`src/rtl/count_event_capture.sv`:
```
// count_event_capture: extends a free-running 16-bit count into an epoch timestamp.
// It raises compare and trigger events, queues them in a small FIFO, and presents them on a valid/ready port.
`default_nettype none

module count_event_capture #(
  parameter int EPOCH_W    = 16,
  parameter int DEPTH      = 4,
  parameter int AUTO_REARM = 0
) (
  input  logic                 clock,
  input  logic                 reset,
  input  logic [15:0]          count,
  input  logic [15:0]          cmp_value,
  input  logic                 cmp_load,
  input  logic                 cmp_cancel,
  input  logic                 trig,
  input  logic                 ovf_clr,
  output logic                 evt_valid,
  input  logic                 evt_ready,
  output logic [EPOCH_W+15:0]  evt_data,
  output logic                 evt_src,
  output logic [EPOCH_W-1:0]   epoch,
  output logic                 wrap_pulse,
  output logic                 armed,
  output logic                 overflow
);

  localparam int AW = $clog2(DEPTH);
  localparam int TW = EPOCH_W + 16;
  localparam logic [AW:0] c_depth = (AW+1)'(DEPTH);

  typedef enum logic [0:0] {IDLE = 1'b0, ARMED = 1'b1} state_t;

  logic [15:0]        cnt_q;
  logic               prime_q;
  logic [EPOCH_W-1:0] epoch_q, epoch_d;
  logic               wrap_pulse_q;
  logic               wrap;
  logic [TW-1:0]      ts;

  state_t             state_q, state_d;
  logic [15:0]        cmp_q, cmp_d;
  logic               cmp_hit;

  logic [TW-1:0]      data_q [DEPTH];
  logic               src_q  [DEPTH];
  logic [AW-1:0]      rd_q, wr_q, cmp_idx;
  logic [AW:0]        occ_q, occ_d, free, free_after_trig;
  logic               pop, trig_acc, cmp_acc, drop;
  logic               overflow_q, overflow_d;

  // A drop below the previous sample means a wrap (or an upstream restart to zero).
  always_comb begin
    wrap    = prime_q && (count < cnt_q);
    epoch_d = epoch_q + EPOCH_W'(wrap);
    ts      = {epoch_d, count};
  end

  always_comb begin
    state_d = state_q;
    cmp_d   = cmp_q;
    cmp_hit = 1'b0;
    if (cmp_load) begin
      state_d = ARMED;
      cmp_d   = cmp_value;
    end else if (state_q == ARMED) begin
      if (cmp_cancel) begin
        state_d = IDLE;
      end else if (count == cmp_q) begin
        cmp_hit = 1'b1;
        state_d = (AUTO_REARM != 0) ? ARMED : IDLE;
      end
    end
  end

  // Free space is measured after this cycle's pop so a full FIFO can accept while draining.
  always_comb begin
    pop             = (occ_q != '0) && evt_ready;
    free            = c_depth - (occ_q - {{AW{1'b0}}, pop});
    trig_acc        = trig && (free != '0);
    free_after_trig = free - {{AW{1'b0}}, trig_acc};
    cmp_acc         = cmp_hit && (free_after_trig != '0);
    drop            = (trig && !trig_acc) || (cmp_hit && !cmp_acc);
    cmp_idx         = wr_q + AW'(trig_acc);
    occ_d           = occ_q - {{AW{1'b0}}, pop} + {{AW{1'b0}}, trig_acc} + {{AW{1'b0}}, cmp_acc};
    overflow_d      = drop || (overflow_q && !ovf_clr);
  end

  always_ff @(posedge clock) begin
    cnt_q <= count;
  end

  always_ff @(posedge clock or posedge reset) begin
    if (reset) begin
      prime_q      <= 1'b0;
      epoch_q      <= '0;
      wrap_pulse_q <= 1'b0;
      state_q      <= IDLE;
      cmp_q        <= '0;
      rd_q         <= '0;
      wr_q         <= '0;
      occ_q        <= '0;
      overflow_q   <= 1'b0;
      for (int i = 0; i < DEPTH; i++) begin
        data_q[i] <= '0;
        src_q[i]  <= 1'b0;
      end
    end else begin
      prime_q      <= 1'b1;
      epoch_q      <= epoch_d;
      wrap_pulse_q <= wrap;
      state_q      <= state_d;
      cmp_q        <= cmp_d;
      rd_q         <= rd_q + AW'(pop);
      wr_q         <= wr_q + AW'(trig_acc) + AW'(cmp_acc);
      occ_q        <= occ_d;
      overflow_q   <= overflow_d;
      if (trig_acc) begin
        data_q[wr_q] <= ts;
        src_q[wr_q]  <= 1'b0;
      end
      if (cmp_acc) begin
        data_q[cmp_idx] <= ts;
        src_q[cmp_idx]  <= 1'b1;
      end
    end
  end

  assign evt_valid  = (occ_q != '0);
  assign evt_data   = data_q[rd_q];
  assign evt_src    = src_q[rd_q];
  assign epoch      = epoch_q;
  assign wrap_pulse = wrap_pulse_q;
  assign armed      = (state_q == ARMED);
  assign overflow   = overflow_q;

endmodule

`default_nettype wire
```
`config.mk`:
```
export PLATFORM = sky130hd
export DESIGN_NAME = count_event_capture
export DESIGN_NICKNAME = d
export VERILOG_FILES = /design/src/rtl/count_event_capture.sv
export SDC_FILE = /design/constraint.sdc
export NUM_CORES = 1
export LEC_CHECK = 0
export BUFFER_PORTS_ARGS = -buffer_cell sky130_fd_sc_hd__buf_4
export CORE_UTILIZATION = 35
export DETAILED_ROUTE_END_ITERATION = 8
export PLACE_DENSITY = 0.57
export SYNTH_ARGS = -nofsm -noshare
export SYNTH_HDL_FRONTEND = slang
export SYNTH_SLANG_ARGS = --single-unit
```
`constraint.sdc`:
```
create_clock -name clock -period 6.02 [get_ports clock]
set_clock_uncertainty 0.15 [all_clocks]
set_input_delay 0.903 -clock clock [delete_from_list [all_inputs] [get_ports clock]]
set_output_delay 0.903 -clock clock [all_outputs]
set_load 0.01 [all_outputs]
```
==> out/metrics.cfg, run 1 <==
[routing]
drtIter0Drc=161
finalWirelength_mm=18.6
ant_nets=0
vias=4872
dr.pass1.iters=4
drcViolationCount=0
detail_route.wl_per_cell_um=18.7
avgViaCountPerCell=4.89

[finish]
utilization_pct=42.4
antenna_cells=0
final.fill_count=2204
final_cell_mix=173 x dfrtp_1, 96 x buf_4, 80 x mux2_2, 60 x mux2_4, 33 x mux4_2
final_common_cell=dfrtp_1
nets=722
syn_to_final_growth_pct=18.5
drive_gt1_share_pct=45.9

[power_and_ir_drop]
vdd_drop_max_v=0.000164
p_clk_share_pct=23.5
power_frac_seq_pct=40.2
internal_power_mw=3.35
combPwrFrac_pct=36.3
leakagePower_nw=4.90
swShare_pct=31.8
p_per_area_nw_per_um2=477
p_sw_mw=1.56

[clock_network]
numCtsBuffers=17
postCtsHoldBufs=0
cts_root_buf=clkbuf_16
clock_path_buffers=2
cts_tree=done
cts.sinks=191
clk_latency_ps=430
cts_setup_buffers=0
htreeDepth=4
path_clk_slew_ps=70
post_cts_resized=0

[placement]
dp_hpwl_mm=12.5
routabilityCongestion=0.742
place.port_buffers=91

[sta]
tightest_slew_ps=1050
hold_viol_final=0
totalNegativeSetupSlack_ps=0
setup_viol=0
rsz0062_at_grt=no
drv_slew=0
fin_crit_ps=4280
slew_headroom_pct=30.1
max_freq_mhz=233
period_share_pct=71.1

[floorplanning]
start_util_pct=35.8
fp-row-count=57
core_um2=24300
io_pins=92
die_x_um=160
die_y_um=160
dieArea_um2=25500

[setup_path]
worstSetupEndpointType=register
worst-path-buf-inv=3
crit_path_start_kind=input pin
worstPathMaxFanout=21
path_class=in2reg
slowest_delay_ps=670
path_cells=buf_4, nand2b_1, nor2_1, ha_1, xor2_1, ha_1, nand2b_1, inv_1, nand2_1, mux2i_1, nand4bb_1, o21ai_4, buf_4, mux2_2
crit_family=simple AND/OR/NAND/NOR gates
critPathRequiredTime_ps=6170
slowest_stage=o21ai_4
critPathArrivalTime_ps=4440

[synth]
synth_area_per_cell_um2=15.3
yosysSeqAreaShare_pct=54.0
synth_area_leaders=dfrtp_1 50%, mux2_2 10%, mux2_4 10%
synth_top_cell_by_area=dfrtp_1
syn-cell-area_um2=8700
synth_fp_nets=630
synth_top_area_share_pct=50.3
netlist_instances=568
ys_warn_count=0
synth.distinct_cells=43
synth-seq-cells=191

[grt]
grt-ovfl-total=0
grt_max_degree=69
grt_pass1_vias=5316
track_usage_pct=15.8
antenna_found_initial=0
grt_pass1_wl_mm=30.8

[run]
max_cap_viol_count=0

[run_status]
outcome=completed

[hold_path]
hold_path_class=reg2reg

-- cell usage after synthesis --
library cell,number
clkbuf_1,5
nand2_1,18
maj3_1,1
nand3_1,9
dfrtp_1,175
mux2_2,80
conb_1,1
nand4_1,7
inv_1,22
o21ai_0,5
nand3b_1,1
o31a_4,2
nand2b_1,5
nor4_4,1
mux2_4,60
o31ai_1,2
o21bai_1,1
dfxtp_1,16
nor3_1,3
mux2i_1,1
nor2b_1,2
a21o_1,6
or3_1,2
a221oi_1,1
a211oi_1,2
buf_2,7
xor2_1,14
nor2_1,13
mux4_2,33
o21ai_2,3
a21oi_1,1
nor3b_1,1
buf_6,6
buf_1,5
mux2_1,4
and4_1,1
nand4bb_1,1
and3_1,1
ha_1,23
nor4_1,1
a221o_1,1
xnor2_1,24
a31oi_1,1
-- worst paths after layout --
check | cells after the start | slack [ps] | endpoint | from
min in group asynchronous | 2 | 390 | data_q[22]$_DFF_PP0_ | reset
worst max register to register | 13 | 1850 | data_q[1]$_DFF_PP0_ | occ_q[2]$_DFF_PP0_
worst max-delay path | 14 | 1740 | data_q[1]$_DFF_PP0_ | evt_ready
worst min-delay path | 1 | 340 | data_q[75]$_DFF_PP0_ | data_q[75]$_DFF_PP0_
worst min register to register | 1 | 340 | data_q[75]$_DFF_PP0_ | data_q[75]$_DFF_PP0_
max in group asynchronous | 3 | 4010 | rd_q[1]$_DFF_PP0_ | reset
-- power by group through the flow --
| stage | combinational [mW] | clock [mW] | sequential, mW |
|---|---|---|---|
| 6_report | 1.78 | 1.16 | 1.98 |
| 5_1_grt | 1.93 | 1.25 | 2.04 |
| 4_1_cts | 1.82 | 1.19 | 1.98 |
| 3_5_place_dp | 1.81 | 0 | 2.01 |
| 3_3_place_gp | 1.78 | 0 | 1.97 |
| 2_1_floorplan | 1.35 | 0 | 1.82 |
-- area by class of cell --
| class | count | area [um^2] | share of cell area (%) |
|---|---|---|---|
| Clock buffer | 20 | 457 | 4.43 |
| Inverter | 22 | 87.6 | 0.849 |
| Timing Repair Buffer | 96 | 721 | 6.99 |
| Multi-Input combinational cell | 332 | 3790 | 36.8 |
| Sequential cell | 191 | 4700 | 45.6 |
| Clock inverter | 12 | 146 | 1.42 |
| Tap cell | 324 | 405 | 3.93 |
-- metrics by stage --
step | cells | cell area, um^2 | hold WS, ps | power [mW] | setup slack [ps]
3_3_place_gp | 965 | 9710 | 310 | 3.75 | 1430
3_5_place_dp | 965 | 9710 | 324 | 3.82 | 1280
4_1_cts | 997 | 10300 | 341 | 4.99 | 1720
6_report | 997 | 10300 | 338 | 4.92 | 1740
2_1_floorplan | 568 | 8700 | 294 | 3.17 | 222
5_1_grt | 997 | 10300 | 355 | 5.22 | 1420
-- logic make-up after synthesis --
| logic type | synth area share [%] |
|---|---|
| buf+inv | 2.56 |
| other cells | 0.0431 |
| fa+ha+maj | 3.42 |
| simple gates | 3.97 |
| xor+xnor | 3.83 |
| compound gates | 2.29 |
| mux | 29.9 |
| flops | 54.0 |
-- metal layers --
layer  track usage [%]  routed length, um  up-vias
met2              25.1               8940       84
met4              3.15                 98        0
met3              3.66                636        5
li1                  -                  -     2221
met5                 0                  0        -
met1              22.0               8930     2562
-- registers in the layout, summed over array words and instances, names as in the netlist --
| name | flops |
|---|---|
| cmp_q | 16 |
| data_q | 128 |
| occ_q | 3 |
| src_q | 4 |
| rd_q | 2 |
| wrap_pulse | 1 |
| prime_q | 1 |
| epoch | 16 |
| armed | 1 |
| wr_q | 2 |
| overflow | 1 |
| cnt_q | 16 |
No activity file was read; power rests on OpenSTA's default activity.
==> run 2: changes to the inputs <==
==> constraint.sdc (replaced) <==
create_clock -name clock -period 3.9 [get_ports clock]
set_clock_uncertainty 0.15 [all_clocks]
set_input_delay 0.585 -clock clock [delete_from_list [all_inputs] [get_ports clock]]
set_output_delay 0.585 -clock clock [all_outputs]
set_load 0.01 [all_outputs]
==> out/metrics.cfg, run 2 (synthesis results as in run 1) <==
[grt]
grt_max_degree=72  ; +4.3%
grt-ovfl-total=0  ; unchanged
antenna_found_initial=0  ; unchanged
grt_pass1_vias=5450  ; +2.5%
track_usage_pct=15.6  ; -0.19 points
grt_pass1_wl_mm=30.6  ; -0.89%

[placement]
dp_hpwl_mm=12.8  ; +2.8%
place.port_buffers=91  ; unchanged
routabilityCongestion=0.750  ; +1.1%
dpl_cell_area_um2=9940  ; +2.4%

[finish]
syn_to_final_growth_pct=21.2
antenna_cells=0  ; unchanged
final_common_cell=dfrtp_1
regMostFlops=data_q
nets=741  ; +2.6%
final.fill_count=2178  ; -1.2%
largest_reg_flops=128  ; unchanged
drive_gt1_share_pct=47.8  ; +1.9 points
postLayoutCellArea_um2=10500  ; +2.3%
final_cell_mix=173 x dfrtp_1, 107 x buf_4, 80 x mux2_2, 60 x mux2_4, 33 x mux4_2
utilization_pct=43.4  ; +0.96 points

[sta]
drv_slew=0  ; unchanged
holdWs_ps=143  ; -195 ps
setup_viol=0  ; unchanged
fin_crit_ps=3670
slew_headroom_pct=33.8  ; +3.7 points
rsz0062_at_grt=no
period_share_pct=94.2
hold_viol_final=0  ; unchanged
tightest_slew_ps=991  ; -57.7 ps
max_freq_mhz=272

[routing]
top_layer=met4
vias=4965  ; +1.9%
ant_nets=0  ; unchanged
avgViaCountPerCell=4.89  ; about the same
drtIter0Drc=177  ; +9.9%
wl_met3_um=579  ; -9.0%
met2_wirelength_mm=9.08  ; +1.5%
wl_met1_mm=8.80  ; -1.4%
finalWirelength_mm=18.8  ; +0.83%
detail_route.wl_per_cell_um=18.5  ; -1.1%
drcViolationCount=0  ; unchanged
dr.pass1.iters=4  ; unchanged

[setup_path]
r2r-start=cnt_q[9]$_DFF_P_
crit_path_start_kind=register
slowest_delay_ps=400  ; -270 ps
reg2reg_to=data_q[30]$_DFF_PP0_
path_cells=inv_1, ha_1, a21o_1, a21o_1, a211oi_1, o21bai_1, a21o_1, a221oi_2, buf_4, ha_1, ha_1, nand3_1, nor2_1, buf_4, nand3_1, xnor2_1, mux2_2
slowest_stage=xnor2_1
worstPathMaxFanout=5  ; -76%
ff2ff_setup_slack_ps=230  ; -1620 ps
critPathArrivalTime_ps=3890  ; -550 ps
r2r.worst_path.cells=17  ; +4
path_class=reg2reg
crit_start=cnt_q[9]$_DFF_P_
critPathRequiredTime_ps=4120  ; -2050 ps
worstSetupEndpointType=register

[clock_network]
clk_latency_ps=430  ; about the same
clock_path_buffers=2  ; unchanged
postCtsHoldBufs=0  ; unchanged
htreeDepth=4  ; unchanged
path_clk_slew_ps=80  ; about the same
numCtsBuffers=17  ; unchanged
cts_tree=done
cts.sinks=191  ; unchanged
cts_root_buf=clkbuf_16

[run_status]
outcome=completed

[floorplanning]
core_um2=24300  ; unchanged
dieArea_um2=25500  ; unchanged
die_x_um=160  ; unchanged
io_pins=92  ; unchanged
start_util_pct=35.8  ; unchanged
die_y_um=160  ; unchanged
fp-row-count=57  ; unchanged

[power_and_ir_drop]
leakagePower_nw=5.02  ; +2.3%
power_frac_seq_pct=39.3  ; -0.9 points
p_sw_mw=2.47  ; +58%
total_power_mw=7.63  ; +55%
vdd_drop_max_v=0.000302  ; +83%
internal_power_mw=5.16  ; +54%
combPwrFrac_pct=38.3  ; +2.0 points
swShare_pct=32.3  ; +0.54 points
p_per_area_nw_per_um2=724  ; +52%
p_clk_share_pct=22.4  ; -1.1 points

[hold_path]
hold_end=cnt_q[9]$_DFF_P_
worstHoldStart=count[9]
holdPathStages=1  ; unchanged
hold_path_class=in2reg

[run]
max_cap_viol_count=0  ; unchanged

-- run 2: changes by cell type in the layout (fill, tap and decap cells not counted), moves of 2 or more --
| cell | delta |
|---|---|
| buf_12 | +8 |
| buf_4 | +11 |
| clkbuf_8 | -2 |
| clkinv_4 | +2 |
-- run 2: metal layers --
layer / track usage (%) / up-vias
li1: - / 2260
met1: 21.2 / 2589
met2: 24.9 / 98
met3: 3.22 / 18
met4: 4.98 / 0
met5: 0 / -
-- run 2: through the flow --
step	TNS, ps	instances	worst slack (ps)
2_1_floorplan	0	568	277
3_3_place_gp	-7230	983	-250
3_5_place_dp	-8940	983	-321
4_1_cts	0	1015	70.0
5_1_grt	0	1016	1.72
6_report	0	1016	227
-- run 2: what timing repair did --
| item | CTS | global route |
|---|---|---|
| setup endpoints to repair | 0 | 26 |
| setup buffers | 0 | 1 |
| gates resized for setup | 0 | 3 |
-- run 2: final cells by class --
type / instances / area, um^2 / area share (%)
timing repair buffer: 115 / 963 / 9.14
inverter: 22 / 86.3 / 0.819
clock buffer: 18 / 429 / 4.07
multi-input combinational: 332 / 3810 / 36.2
clock inverter: 14 / 145 / 1.38
tap: 324 / 405 / 3.84
sequential: 191 / 4700 / 44.6
-- run 2: worst max path at each step --
stage,cells past startpoint,slack (ps),end
after floorplan,13,280,data_q[63]$_DFF_PP0_
after global placement,15,-250,data_q[63]$_DFF_PP0_
after detailed placement,15,-320,data_q[63]$_DFF_PP0_
after CTS,15,70,data_q[63]$_DFF_PP0_
after global routing,16,2,data_q[27]$_DFF_PP0_
final,17,230,data_q[30]$_DFF_PP0_
-- run 2: critical path: cells and delay by family, from the launching register on --
| family | cells | cell delay [ps] |
|---|---|---|
| xor gates and xnor gates | 1 | 400 |
| buffers and inverters | 3 | 350 |
| DFF | 1 | 310 |
| adders and majority gates | 3 | 670 |
| AOI/OAI and AO/OA | 6 | 1170 |
| muxes | 1 | 240 |
| and+or+nand+nor | 3 | 300 |
-- run 2: power by group through the flow --
stage | sequential, mW | clock [mW] | combinational, mW
after floorplan | 2.82 | 0 | 2.08
after global placement | 2.99 | 0 | 2.89
after detailed placement | 3.05 | 0 | 2.96
after CTS | 3.01 | 1.76 | 2.98
after global routing | 3.09 | 1.83 | 3.15
final | 3.00 | 1.71 | 2.92
